## config.mk

```make
export PLATFORM = sky130hd
export DESIGN_NAME = loop_sequencer_flat
export DESIGN_NICKNAME = d
export VERILOG_FILES = /design/src/rtl/loop_sequencer_pkg.sv /design/src/rtl/loop_sequencer_if.sv /design/src/rtl/loop_level_counter.sv /design/src/rtl/loop_sequencer.sv /design/src/flat_wrapper.sv
export SDC_FILE = /design/constraint.sdc
export NUM_CORES = 2
export LEC_CHECK = 0
export BUFFER_PORTS_ARGS = -buffer_cell sky130_fd_sc_hd__buf_2
export CAP_MARGIN = 20
export CORE_AREA = 2 2 270 339
export DETAILED_ROUTE_END_ITERATION = 7
export DIE_AREA = 0 0 272 341
export GPL_TIMING_DRIVEN = 0
export HOLD_SLACK_MARGIN = 0.1
export PLACE_DENSITY_LB_ADDON = 0.25
export SLEW_MARGIN = 20
export SYNTH_ARGS = -nofsm -noshare
export SYNTH_HDL_FRONTEND = slang
export SYNTH_SLANG_ARGS = --single-unit
```

## constraint.sdc

```tcl
create_clock -name clk -period 39.4 [get_ports clk]
set_input_delay 3.94 -clock clk [delete_from_list [all_inputs] [get_ports clk]]
set_output_delay 3.94 -clock clk [all_outputs]
set_load 0.05 [all_outputs]
```

## src/rtl/loop_sequencer_pkg.sv

```systemverilog
// loop_sequencer_pkg: shared widths and FSM encoding for the loop sequencer and decoder.
package loop_sequencer_pkg;
  localparam int LOOP_ID_W = 5;
  localparam int LOOP_ITER_W = 16;
  localparam int NUM_LEVELS = 1 << LOOP_ID_W;
  typedef enum logic [1:0] {IDLE, RUN, DONE} state_e;
endpackage

```

## src/rtl/loop_sequencer_if.sv

```systemverilog
// loop_sequencer_if: decoder config/control and datapath step handshake.
interface loop_sequencer_if;
  import loop_sequencer_pkg::*;
  logic                   cfg_loop_iter_v;
  logic [LOOP_ITER_W-1:0] cfg_loop_iter;
  logic [LOOP_ID_W-1:0]   cfg_loop_iter_loop_id;
  logic                   start;
  logic                   done;
  logic                   stall;
  logic                   iter_v;
  logic [LOOP_ID_W-1:0]   iter_loop_id;
  logic                   iter_first;
  logic                   iter_last;
  logic                   busy;
  modport master (
    output cfg_loop_iter_v, cfg_loop_iter, cfg_loop_iter_loop_id, start, stall,
    input  done, iter_v, iter_loop_id, iter_first, iter_last, busy
  );
  modport slave (
    input  cfg_loop_iter_v, cfg_loop_iter, cfg_loop_iter_loop_id, start, stall,
    output done, iter_v, iter_loop_id, iter_first, iter_last, busy
  );
endinterface

```

## src/rtl/loop_level_counter.sv

```systemverilog
// loop_level_counter: trip-count limit and running counter for one loop level.
module loop_level_counter
  import loop_sequencer_pkg::*;
(
  input  logic                   clk,
  input  logic                   rst_n,
  input  logic                   wr_en,
  input  logic [LOOP_ITER_W-1:0] wr_val,
  input  logic                   inc,
  input  logic                   clr_cnt,
  input  logic                   clr_all,
  output logic                   at_max,
  output logic                   cnt_zero
);
  logic [LOOP_ITER_W-1:0] max_q, max_d, cnt_q, cnt_d;
  always_comb begin
    max_d = clr_all ? '0 : wr_en ? wr_val : max_q;
    cnt_d = (clr_all || clr_cnt) ? '0 : inc ? cnt_q + 1'b1 : cnt_q;
  end
  always_ff @(posedge clk or negedge rst_n) begin
    if (!rst_n) begin
      max_q <= '0;
      cnt_q <= '0;
    end else begin
      max_q <= max_d;
      cnt_q <= cnt_d;
    end
  end
  assign at_max   = cnt_q == max_q;
  assign cnt_zero = cnt_q == '0;
endmodule

```

## src/rtl/loop_sequencer.sv

```systemverilog
// loop_sequencer: walks a configured loop nest one step per accepted handshake.
module loop_sequencer
  import loop_sequencer_pkg::*;
(
  input  logic             clk,
  input  logic             reset,
  loop_sequencer_if.slave  bus
);
  logic [1:0]            rst_pipe_q;
  logic                  rst_n;
  state_e                state_q, state_d;
  logic [LOOP_ID_W-1:0]  iter_loop_id_q, iter_loop_id_d;
  logic [LOOP_ID_W:0]    num_loops_q, num_loops_d, cfg_depth;
  logic [NUM_LEVELS-1:0] at_max, cnt_zero, at_eff, wr_en, inc, clr_cnt;
  logic [LOOP_ID_W-1:0]  lo;
  logic                  found, idle, step, last, take_start, clr_all;
  // Reset asserts asynchronously but releases on a clock edge.
  always_ff @(posedge clk or negedge reset) begin
    if (!reset) rst_pipe_q <= '0;
    else rst_pipe_q <= {rst_pipe_q[0], 1'b1};
  end
  assign rst_n      = rst_pipe_q[1];
  assign idle       = state_q == IDLE;
  assign step       = state_q == RUN && !bus.stall;
  assign take_start = idle && bus.start;
  assign clr_all    = state_q == DONE;
  assign last       = &at_eff;
  assign cfg_depth  = {1'b0, bus.cfg_loop_iter_loop_id} + 1'b1;
  // Levels outside the configured nest count as permanently at their limit.
  always_comb begin
    found = 1'b0;
    lo    = '0;
    for (int i = 0; i < NUM_LEVELS; i++) begin
      at_eff[i] = at_max[i] || ((LOOP_ID_W+1)'(i) >= num_loops_q);
      if (!found && !at_eff[i]) begin
        found = 1'b1;
        lo    = LOOP_ID_W'(i);
      end
    end
    for (int i = 0; i < NUM_LEVELS; i++) begin
      wr_en[i]   = idle && bus.cfg_loop_iter_v && bus.cfg_loop_iter_loop_id == LOOP_ID_W'(i);
      inc[i]     = step && !last && lo == LOOP_ID_W'(i);
      clr_cnt[i] = take_start || (step && !last && LOOP_ID_W'(i) < lo);
    end
  end
  for (genvar g = 0; g < NUM_LEVELS; g++) begin : g_lvl
    loop_level_counter u_cnt (
      .clk      (clk),
      .rst_n    (rst_n),
      .wr_en    (wr_en[g]),
      .wr_val   (bus.cfg_loop_iter),
      .inc      (inc[g]),
      .clr_cnt  (clr_cnt[g]),
      .clr_all  (clr_all),
      .at_max   (at_max[g]),
      .cnt_zero (cnt_zero[g])
    );
  end
  always_comb begin
    state_d = take_start ? RUN
            : (step && last) ? DONE
            : clr_all ? IDLE
            : state_q;
    iter_loop_id_d = (take_start || (step && last)) ? '0
                   : step ? lo
                   : iter_loop_id_q;
    num_loops_d = clr_all ? '0
                : (idle && bus.cfg_loop_iter_v && cfg_depth > num_loops_q) ? cfg_depth
                : num_loops_q;
  end
  always_ff @(posedge clk or negedge rst_n) begin
    if (!rst_n) begin
      state_q        <= IDLE;
      iter_loop_id_q <= '0;
      num_loops_q    <= '0;
    end else begin
      state_q        <= state_d;
      iter_loop_id_q <= iter_loop_id_d;
      num_loops_q    <= num_loops_d;
    end
  end
  assign bus.iter_v       = state_q == RUN;
  assign bus.done         = clr_all;
  assign bus.busy         = !idle;
  assign bus.iter_loop_id = iter_loop_id_q;
  assign bus.iter_first   = bus.iter_v && &cnt_zero;
  assign bus.iter_last    = bus.iter_v && last;
endmodule
```

## src/flat_wrapper.sv

```systemverilog
// flat-port wrapper written by rule: the top's interface ports become plain ports
module loop_sequencer_flat import loop_sequencer_pkg::*;
  (clk, reset, bus_cfg_loop_iter_v, bus_cfg_loop_iter, bus_cfg_loop_iter_loop_id, bus_start, bus_stall, bus_done, bus_iter_v, bus_iter_loop_id, bus_iter_first, bus_iter_last, bus_busy);
  loop_sequencer_if bus_i ();
  input  logic clk;
  input  logic reset;
  input wire logic [$bits(bus_i.cfg_loop_iter_v)-1:0] bus_cfg_loop_iter_v;
  input wire logic [$bits(bus_i.cfg_loop_iter)-1:0] bus_cfg_loop_iter;
  input wire logic [$bits(bus_i.cfg_loop_iter_loop_id)-1:0] bus_cfg_loop_iter_loop_id;
  input wire logic [$bits(bus_i.start)-1:0] bus_start;
  input wire logic [$bits(bus_i.stall)-1:0] bus_stall;
  output wire logic [$bits(bus_i.done)-1:0] bus_done;
  output wire logic [$bits(bus_i.iter_v)-1:0] bus_iter_v;
  output wire logic [$bits(bus_i.iter_loop_id)-1:0] bus_iter_loop_id;
  output wire logic [$bits(bus_i.iter_first)-1:0] bus_iter_first;
  output wire logic [$bits(bus_i.iter_last)-1:0] bus_iter_last;
  output wire logic [$bits(bus_i.busy)-1:0] bus_busy;
  assign bus_i.cfg_loop_iter_v = bus_cfg_loop_iter_v;
  assign bus_i.cfg_loop_iter = bus_cfg_loop_iter;
  assign bus_i.cfg_loop_iter_loop_id = bus_cfg_loop_iter_loop_id;
  assign bus_i.start = bus_start;
  assign bus_i.stall = bus_stall;
  assign bus_done = bus_i.done;
  assign bus_iter_v = bus_i.iter_v;
  assign bus_iter_loop_id = bus_i.iter_loop_id;
  assign bus_iter_first = bus_i.iter_first;
  assign bus_iter_last = bus_i.iter_last;
  assign bus_busy = bus_i.busy;
  loop_sequencer u_core (.clk(clk), .reset(reset), .bus(bus_i));
endmodule
```

==> key figures <==
Placed design
  • GPL Wtd Cong: 1.04
  • Detailed Place HPWL: 150,000 um
  • Area post-placement: 0.0593 mm2
  • Port bufs: 34
  • Placed Cells: 7,828

Detailed routing
  • DR WL/cell: 26.2 um
  • Post-DRT Antenna Nets: 0
  • Initial drt markers: 6,953
  • Vias: 53,200
  • Number of remaining DRC errors: 0
  • Detailed Routing Iterations Pass 1: 6
  • DR vias/cell: 6.61
  • Drt total wl: 211,000 um

GRT
  • First-pass GRT wire length: 315,000 um
  • Vias in the first global route: 51,600
  • Largest net degree at the start of global routing: 58
  • GRT Overall Usage: 45.0%
  • Initial antenna violation count: 11
  • Total gr overflow: 0

Pwr
  • Leak Pwr: 29.1 nW
  • Clock share of power: 37.6%
  • Total power: 2.78 mW
  • Switching part of the total: 32.8%
  • Cell internal pwr: 1.87 mW
  • Combinational power share: 20.3%
  • Sequential share of power: 42.1%
  • Pwr dens: 44.2 mW/mm2
  • Worst vdd ir: 0.0000432 V
  • Switching pwr: 910 uW

Finish
  • Layout cell share with drive strength beyond 1: 5.36%
  • Final instance area: 0.0629 mm2
  • Layout net count: 6,852
  • Synth-to-Final Area Change: 10.5%
  • Non-filler cells, final: 8,038

Floorplanning
  • IO Pins: 36
  • Die footprint: 0.0928 mm2
  • DIE WIDTH: 272 um
  • Core area: 0.0894 mm2
  • Initial core utilization: 63.6%
  • Row count: 123
  • Die extent in y: 341 um

Timing
  • Fmax: 114 MHz
  • Worst-margin pin slew: 1.31 ns
  • Final Max Tran Viols: 0
  • Unrepaired setup endpoints after global routing: false
  • Worst slew margin: 12.7%
  • Post-route setup TNS: 0 ns
  • Clock skew: 0.0252 ns
  • # setup viols final: 0
  • Crit path time final: 8.77 ns
  • Hold Violations, Final: 0
  • Final Cycle Share: 22.3%

Worst setup path
  • R2r endpoint: u_core.g_lvl[19].u_cnt.cnt_q[11]
  • Worst path most repeated cell: and4_1
  • Setup crit end: bus_iter_last
  • CP cell instances: clkbuf_1 -> xnor2_1 -> nand4_1 -> nor4_1 -> a2bb2oi_1 -> and4_1 -> and4_1 -> buf_4 -> and3_1 -> buf_2
  • R2R Setup Slk: 32.13 ns
  • Req. time, crit path: 35.46 ns
  • Worst setup startpoint: u_core.g_lvl[19].u_cnt.cnt_q[3]
  • Worst R2R Path Depth: 14
  • CP max FO: 10
  • Crit-path max cell delay: 0.87 ns
  • Crit path DAT: 4.83 ns
  • Worst setup EP type: output pin
  • FF-to-FF Start: u_core.g_lvl[19].u_cnt.cnt_q[3]
  • Critical Path Slowest Stage Cell: nor4_1
  • Critical path class: reg2out
  • CP startpoint kind: register

Clock tree
  • Reg clk slew, reported paths: 0.06 ns
  • TritonCTS Buffers: 106
  • Clk_lat worst skew: 0.71 ns
  • Post-CTS setup buffer count: 0
  • Root Buffer: clkbuf_16
  • Max Buffers Root-to-Sink: 3
  • Sink Count: 1,039
  • CTS tree: built
  • # H-tree levels: 3
  • CTS Hold Buffers Added: 0
  • Post-cts sizing count: 0

Yosys
  • Sequential element share of the synthesized area: 45.7%
  • Number of synthesized flops with an enable pin: 0
  • Post-synth cell types: 96
  • Ys Warns: 0
  • Post-Syn Nets: 6,683
  • Average cell area after synthesis: 8.65 um2
  • Synth Flop Type: dfrtp_1
  • Synthesized flop and latch total: 1,039
  • Post-Syn Area: 0.0569 mm2
  • Fraction of registers with async set/reset: 100%
  • Cells after synthesis: 6,581

Hold path
  • Worst Hold Class: reg2async

Run status
  • Outcome: finished, final reports clean

Run
  • Max cap viols: 0
[routing by layer]
layer,global-route usage (%),wire length (um)
met2,68.1,93000
met4,36.5,20000
met5,0,58
met3,12.4,23600
met1,54.1,74000
[worst max-delay path: cells and delay by family (launching register included)]
family                    cells  cell delay [ns]
buffers and inverters         3             0.86
xor gates and xnor gates      1             0.18
and+or+nand+nor               5             1.94
DFF                           1             0.32
AOI/OAI and AO/OA             1             0.82
[logic make-up after synthesis]
family          share of synthesized area [%]
other cells                           0.00659
simple gates                             25.8
mux                                     0.532
flops                                    45.7
compound gates                           9.96
fa+ha+maj                                1.67
buf+inv                                  3.76
xor+xnor                                 12.5
[worst min path at each step]
stage | to | start | depth (start not counted) | slack, ns
floorplan | u_core.rst_pipe_q[1] | u_core.rst_pipe_q[0] | 0 | 0.33
global placement | u_core.rst_pipe_q[1] | u_core.rst_pipe_q[0] | 0 | 0.34
detailed placement | u_core.rst_pipe_q[1] | u_core.rst_pipe_q[0] | 0 | 0.34
CTS | u_core.g_lvl[17].u_cnt.cnt_q[7] | u_core.rst_pipe_q[1] | 0 | 0.35
global route | u_core.rst_pipe_q[1] | u_core.rst_pipe_q[0] | 0 | 0.37
finish | u_core.g_lvl[17].u_cnt.cnt_q[7] | u_core.rst_pipe_q[1] | 0 | 0.32
[cells in the final DEF, fill, tap and decap left out, drive strengths merged, types with 148 or more instances in the layout]
cell / n
nand2: 1322
dfrtp: 1039
a21oi: 678
xor2: 526
clkbuf: 501
nor2: 412
nor4: 317
xnor2: 289
nand3: 253
nand4: 208
and3: 151
inv: 148
[power by group through the flow]
stage	Sequential [mW]	Combinational, mW	Clock (mW)
floorplan	1.19	0.299	0
global placement	1.21	0.494	0
detailed placement	1.19	0.532	0
CTS	1.17	0.536	1.04
global route	1.17	0.586	1.08
finish	1.17	0.563	1.04
[synth_stat cells, drive strengths merged, types with 8 or more instances]
cell	n	share of area, %
nor3	117	1.0
a31oi	8	0.11
clkbuf	338	2.2
o211ai	15	0.22
and2	38	0.42
nor4	317	3.5
xnor2	289	4.4
nor4b	20	0.33
mux2i	28	0.49
nor2	412	2.7
a21oi	678	6.0
nor2b	8	0.088
nand4	208	2.3
or3	95	1.1
o21ai	142	1.2
o31ai	58	0.77
a211oi	9	0.15
ha	76	1.7
and4	18	0.28
nand2	1322	8.7
nand4b	9	0.14
o21a	10	0.13
buf	67	0.57
a22oi	10	0.14
xor2	526	8.1
dfrtp	1039	46
or4	64	0.84
and3	151	1.7
nand3	253	2.2
nand2b	17	0.19
inv	144	0.95
a21o	11	0.15
[through the flow]
step	util (%)	hold WS (ns)	setup WS, ns
floorplan	-	0.331	8.29
global placement	65.5	0.339	-3.61
detailed placement	66.3	0.344	31.61
CTS	70.3	0.347	30.84
global route	70.3	0.373	30.51
finish	70.3	0.323	30.63
[area by class of cell]
cell class / instances / area, um2
timing repair buffer: 61 / 779
clock buffer: 163 / 3270
tap: 1187 / 1490
inverter: 144 / 541
clock inverter: 28 / 294
multi-input combinational: 4993 / 28800
fill: 6972 / 26500
buffer: 405 / 1630
sequential: 1039 / 26000
antenna: 18 / 45.0
[flip-flops by register name, summed over array words and instances, names as in the netlist]
name	count
u_core.g_lvl.u_cnt.cnt_q	512
u_core.num_loops_q	6
u_core.state_q	2
u_core.bus.iter_loop_id	5
u_core.rst_pipe_q	2
u_core.g_lvl.u_cnt.max_q	512
(Power assumes the default switching activity.)
